## src/rtl/multicycle_sequencer.sv

```systemverilog
// Multi-cycle FETCH/DECODE/EXEC/MEM/WB control FSM for the 8-bit CPU; min 4 cycles per instruction (LW 5).
// Memory backpressure via mem_req/mem_ready: stalls in FETCH/MEM, and MEM_WAIT_MAX idle cycles -> sticky ERROR.
module multicycle_sequencer #(
  parameter int CNT_W        = 8,
  parameter int MEM_WAIT_MAX = 15
) (
  input  logic             clk,
  input  logic             reset,
  input  logic             run,
  input  logic [1:0]       opcode,
  input  logic             mem_ready,
  output logic             mem_req,
  output logic             mem_we,
  output logic             ir_load,
  output logic             pc_en,
  output logic             reg_write,
  output logic             alu_src,
  output logic             reg_write_src,
  output logic             busy,
  output logic             err,
  output logic [2:0]       state,
  output logic [CNT_W-1:0] instr_count
);

  localparam int WAIT_W = $clog2(MEM_WAIT_MAX + 1);

  localparam logic [1:0] opRType = 2'b00;
  localparam logic [1:0] opLw    = 2'b01;
  localparam logic [1:0] opSw    = 2'b10;

  typedef enum logic [2:0] {
    IDLE   = 3'd0,
    FETCH  = 3'd1,
    DECODE = 3'd2,
    EXEC   = 3'd3,
    MEM    = 3'd4,
    WB     = 3'd5,
    ERROR  = 3'd7
  } stateT;

  stateT             stateQ;
  logic [1:0]        opQ;
  logic [WAIT_W-1:0] waitCnt;
  logic [CNT_W-1:0]  instrCnt;
  logic              waitLimit;

  // The cycle that would push waitCnt up to MEM_WAIT_MAX is the last one allowed.
  assign waitLimit = (waitCnt == WAIT_W'(MEM_WAIT_MAX - 1));

  always_ff @(posedge clk) begin
    if (reset) begin
      stateQ   <= IDLE;
      opQ      <= '0;
      waitCnt  <= '0;
      instrCnt <= '0;
    end else begin
      case (stateQ)
        IDLE: begin
          if (run) begin
            stateQ  <= FETCH;
            waitCnt <= '0;
          end
        end
        FETCH: begin
          if (mem_ready) begin
            stateQ  <= DECODE;
            waitCnt <= '0;
          end else if (waitLimit) begin
            stateQ <= ERROR;
          end else begin
            waitCnt <= waitCnt + 1'b1;
          end
        end
        DECODE: begin
          opQ    <= opcode;
          stateQ <= EXEC;
        end
        EXEC: begin
          if (opQ == opLw || opQ == opSw) begin
            stateQ  <= MEM;
            waitCnt <= '0;
          end else begin
            stateQ <= WB;
          end
        end
        MEM: begin
          if (mem_ready) begin
            waitCnt <= '0;
            if (opQ == opSw) begin
              instrCnt <= instrCnt + 1'b1;
              stateQ   <= run ? FETCH : IDLE;
            end else begin
              stateQ <= WB;
            end
          end else if (waitLimit) begin
            stateQ <= ERROR;
          end else begin
            waitCnt <= waitCnt + 1'b1;
          end
        end
        WB: begin
          instrCnt <= instrCnt + 1'b1;
          waitCnt  <= '0;
          stateQ   <= run ? FETCH : IDLE;
        end
        ERROR:   stateQ <= ERROR;
        default: stateQ <= IDLE;
      endcase
    end
  end

  // Strobes decode from the registered state; only the fetch-accept pulse looks at mem_ready.
  assign state         = stateQ;
  assign mem_req       = (stateQ == FETCH) || (stateQ == MEM);
  assign mem_we        = (stateQ == MEM) && (opQ == opSw);
  assign ir_load       = (stateQ == FETCH) && mem_ready;
  assign pc_en         = (stateQ == FETCH) && mem_ready;
  assign reg_write     = (stateQ == WB);
  assign alu_src       = (stateQ == MEM) ||
                         (((stateQ == EXEC) || (stateQ == WB)) && (opQ != opRType));
  assign reg_write_src = (stateQ == WB) && (opQ == opLw);
  assign busy          = (stateQ == FETCH) || (stateQ == DECODE) || (stateQ == EXEC) ||
                         (stateQ == MEM) || (stateQ == WB);
  assign err           = (stateQ == ERROR);
  assign instr_count   = instrCnt;

endmodule

```

## config.mk

```make
export PLATFORM = sky130hd
export DESIGN_NAME = multicycle_sequencer
export DESIGN_NICKNAME = d
export VERILOG_FILES = /design/src/rtl/multicycle_sequencer.sv
export SDC_FILE = /design/constraint.sdc
export NUM_CORES = 1
export LEC_CHECK = 0
export ABC_AREA = 1
export CAP_MARGIN = 40
export CORE_AREA = 2 2 65 67
export CTS_BUF_LIST = sky130_fd_sc_hd__clkbuf_8
export CTS_CLUSTER_DIAMETER = 50
export DETAILED_ROUTE_END_ITERATION = 16
export DIE_AREA = 0 0 67 69
export SETUP_SLACK_MARGIN = 0.1
export SKIP_LAST_GASP = 1
export SLEW_MARGIN = 10
export SYNTH_ARGS = -nofsm -noshare
export SYNTH_HDL_FRONTEND = slang
export SYNTH_SLANG_ARGS = --single-unit
```

## constraint.sdc

```tcl
create_clock -name clk -period 1.35 [get_ports clk]
set_input_delay 0.27 -clock clk [delete_from_list [all_inputs] [get_ports clk]]
set_output_delay 0.27 -clock clk [all_outputs]
set_load 0.005 [all_outputs]
```

* After elaboration in Yosys (flattened, before gate mapping) *
Cells that the tools add are included.

storage, ports and cells
  bits in registers = 17
  logic and storage cells = 55
  output and inout port bits = 20

operators by class
  reductions and logical operators = 19
  add/subtract/negate cells = 2
  muxes and demuxes = 16
  eq/ne operators = 14

operators by type and width
  cell                                                 count
  one-hot mux 3 bit (7 select lines)                   1
  2-to-1 mux 4 bit                                     4
  2-to-1 mux 8 bit                                     2
  one-hot mux 4 bit (4 select lines)                   1
  one-hot mux 8 bit (2 select lines)                   1
  2-to-1 mux 3 bit                                     5
  equality test 3 bit, second input constant           3
  adder 8 x 1 -> 8 bit, second input constant          1
  logical OR 1 bit                                     8
  inequality test 2 bit, second input constant         4
  equality test 3 x 2 -> 1 bit, second input constant  2
  adder 4 x 1 -> 4 bit, second input constant          1
  equality test 4 bit, second input constant           1
  logical AND 1 bit                                    4
  AND reduction 4 bit                                  1
  nonzero test 2 bit                                   2
  nonzero test 4 bit                                   1
  equality test 3 x 1 -> 1 bit, second input constant  1
  zero test 3 bit                                      1
  inequality test 3 bit, second input constant         1
  AND reduction 3 bit                                  1
  equality test 2 x 1 -> 1 bit, second input constant  1
  equality test 2 bit, second input constant           1
  2-to-1 mux 1 bit                                     2
  OR reduction 2 bit                                   1

* Logic depth before layout (Yosys ltp) *
  word-level depth = 5
  depth in mapped cells = 9
  gate-level depth less buffers = 9

* Least setup slack after synthesis *
OpenSTA, ideal clock, no wires.

  kind = reg-to-output
  from = reg stateQ[0] (netlist: state[0])
  to = out alu_src
  cell stages (with the launch flop) = 6
  data required time = 1080 ps
  slack = 83 ps
  arrival = 997 ps
  path buffers = 1
  cells stage by stage = dfxtp_1 > buf_6 > inv_1 > nor2_1 > nor2_1 > o21ai_0

between the ends
  word-level cells in the longest chain between the ends = 4

RTL lines
  item                    line  RTL
  start, declared         41    stateT stateQ;
  start signal, assigned  91    stateQ <= run ? FETCH : IDLE;
  start signal, assigned  104   stateQ <= run ? FETCH : IDLE;
  equality test 3 bit     n/a
  named net reg_write     16    output logic reg_write,
  logical OR 1 bit        120   (((stateQ == EXEC) || (stateQ == WB)) && (opQ != opRType));
  logical AND 1 bit       120
  logical OR 1 bit        119   assign alu_src = (stateQ == MEM) ||
  end, declared           17    output logic alu_src,

The timed path passes the listed nets, and every way through them passes these cells.

* Worst setup path in the final report *
  from = reg stateQ[0] (netlist: state[0])
  to = out alu_src

between the ends
  word-level cells in the longest chain between the ends = 4

RTL lines
  item                                                                 line
  equality test 3 x 2 -> 1 bit or equality test 3 bit (tied branches)  120
  logical OR 1 bit                                                     120
  logical AND 1 bit                                                    120
  logical OR 1 bit *                                                   119

Every way passes the cells marked *; elsewhere a longest branch is shown, timed or not.

==> reports/metrics.cfg <==
[hold_path]
worstHoldPathType=reg2reg
min_path_cells=2

[route]
dr.pass1.iters=4
vias=1299
drtAntennaViolNets=0
remaining_drc_errors=0
wl_per_cell_um=11.8
drt_iter0_drc=54
vias_per_cell=4.51
wl_um=3390

[sta]
worst_slew_pin_slew_ns=0.295
fin_crit_sh_pct=109
fin_crit_ns=1.47
clock_skew_ns=0.00334
timing.slew.headroom_pct=80.1
finalSetupTns_ns=-1.32
rsz0062_at_grt=true
maxSlewViolCount=0
hold_violations=0
fmax_mhz=680
setup_violations=22
worst_slack_ns=-0.121

[critical_path]
reg2regPathDepth=10
cpPeakStageDelay_ns=0.38
path_cells=buf_6, inv_4, nor2_4, nor2_2, o21ai_2, buf_2
worstPathArrival_ns=1.20
crit_family=flip-flops
critPathKind=reg2out
path_buf_inv=3
r2r_slack_ns=-0.10
crit_fanout=4
critPathRequiredTime_ns=1.08
crit_slowest_cell=dfxtp_4
cp-start-kind=flop
end_kind=output pin
cp.depth=6

[global_route]
grtUsageTotal_pct=14.8
grt_overflow=0
grt_first_pass_wirelength_um=5440
grt_max_degree=11
grt_pass1_vias=1257
antenna_found_initial=0

[placement]
dp.cells=269
io_buffer_count=25
hpwl_um=2260
gp_congestion=0.860

[cells_and_area]
area_delta_synth_final_pct=71.0
layout_commonest_cell=nand2_1
diodes=0
n_fill_cell=413
finalNetCount=251
layout-drive-gt1-share_pct=44.5
layout_common_cells=nand2_1, buf_4, nor2_1
final_cells=288

[clocking]
htree_levels=1
clkTransAtPathRegs_ns=0.08
root_buffer=clkbuf_8
cts_inserted_buffers=3
cts_sinks=17
cts_tree=done
clk_latency_ns=0.26
cts_max_path_buffers=2

[power_and_ir_drop]
peakVddDrop_v=0.000405
p_per_area_nw_per_um2=919
total_power_mw=1.82
swShare_pct=35.7
p_int_mw=1.17
net-switching-power_mw=0.649
power_frac_comb_pct=44.5
p_leak_nw=0.977
pwr-share-clk_pct=22.8
seqPwrFrac_pct=32.7

[synth]
synth_cell_types=30
ys_ff_latch=17
yosysSeqAreaShare_pct=29.4
yosys_warnings=0
synth_top_area_share_pct=29.4
synthCells=167
synth_area_leaders=dfxtp_1, nand2_1, nor2_1
synthesis.area_per_instance_um2=6.94
syn_area_um2=1160
synth.net_count=179
yosysTopAreaCell=dfxtp_1

[flow_run]
maxCapViolCount=0

[floorplan]
die_y_um=69
rows=23
ioPinCount=26
core_um2=3910
fp.dieArea_um2=4620
initial_utilization_pct=29.6
die_w_um=67

[run_status]
violations=negative setup slack
outcome=finished, violations left

-- cells by family (layout without fill, tap and decap cells) --
kind of cell    count (synthesis)  count (layout)  synth area share (%)
buf+inv                        26              97                  10.4
fa+ha+maj                       6               6                  6.48
xor+xnor                        4               4                  3.02
simple gates                   88              88                  37.5
flops                          17              17                  29.4
compound gates                 26              26                  13.3
-- worst reg2reg max path: stages (launching register included) --
cell and delay [ns]:
dfxtp_2 0.33, inv_2 0.09, ha_1 0.15, inv_1 0.05, buf_4 0.14, a21oi_2 0.18
nand2_4 0.13, nor2_2 0.13, nand2_1 0.07, nand2_1 0.06, nor2_1 0.04
-- worst paths after layout --
kind,from,end
max,state[0]$_SDFFE_PP0N_,alu_src
min,opQ[1]$_SDFFE_PP0P_,opQ[1]$_SDFFE_PP0P_
max reg2reg,opQ[0]$_SDFFE_PP0P_,instr_count[5]$_SDFFE_PP0P_
min reg2reg,opQ[1]$_SDFFE_PP0P_,opQ[1]$_SDFFE_PP0P_
-- what timing repair did --
action | 4_1_cts | 5_1_grt
hold buffers | 0 | 0
setup buffers | 11 | 5
endpoints found under the hold margin | 0 | 0
pin swaps | 10 | 13
setup endpoints to repair | 35 | 28
gates resized for setup | 87 | 25
-- synthesized netlist by cell type --
library cell and count:
nand2_1 38, nor2_1 21, inv_1 18, dfxtp_1 17, a21oi_1 13, nand3_1 12
o21ai_0 7, ha_1 6, nand2_2 4, inv_2 3, nand2_4 3, nand3_2 3
xor2_1 3, buf_6 2, nand4_1 2, a21oi_2 1, a21oi_4 1, buf_2 1
buf_4 1, inv_4 1, nand3b_2 1, nor2_2 1, nor2_8 1, nor3b_1 1
o211ai_1 1, o21a_1 1, o21ai_1 1, o311ai_0 1, or2_2 1, xnor2_1 1
-- registers in the layout, indices dropped and copies added (netlist names) --
name / count
state: 3
instr_count: 8
waitCnt: 4
opQ: 2
-- per-stage QoR --
stage                     utilization [%]  setup WS, ns  hold slack [ns]  area [µm²]
after floorplan                         -         0.104            0.462        1160
after global placement               42.7        -0.458            0.491        1670
after detailed placement             42.7        -0.459            0.503        1670
after CTS                            48.1        -0.119            0.478        1880
after global routing                 50.6        -0.180            0.521        1980
final                                50.6        -0.121            0.500        1980
-- final cells by class --
class	count	area, µm²	area share [%]
Tap cell	50	62.6	3.16
Multi-Input combinational cell	124	812	41.0
Timing Repair Buffer	71	597	30.1
Clock buffer	3	41.3	2.08
Clock inverter	1	5.00	0.253
Inverter	22	103	5.18
Sequential cell	17	360	18.2
-- routing by layer --
metal	track usage (%)	vias to the layer above	wire [µm]
li1	-	677	-
met1	19.6	583	1580
met2	23.7	32	1620
met3	2.28	7	134
met4	5.44	0	53
met5	0	-	0
-- power by group through the flow --
stage	Combinational, mW	Clock [mW]	Sequential (mW)
floorplan	0.368	0	0.579
global placement	0.622	0	0.592
detailed placement	0.622	0	0.593
CTS	0.722	0.412	0.588
global route	0.881	0.430	0.602
finish	0.809	0.415	0.595
(Power assumes the default switching activity.)
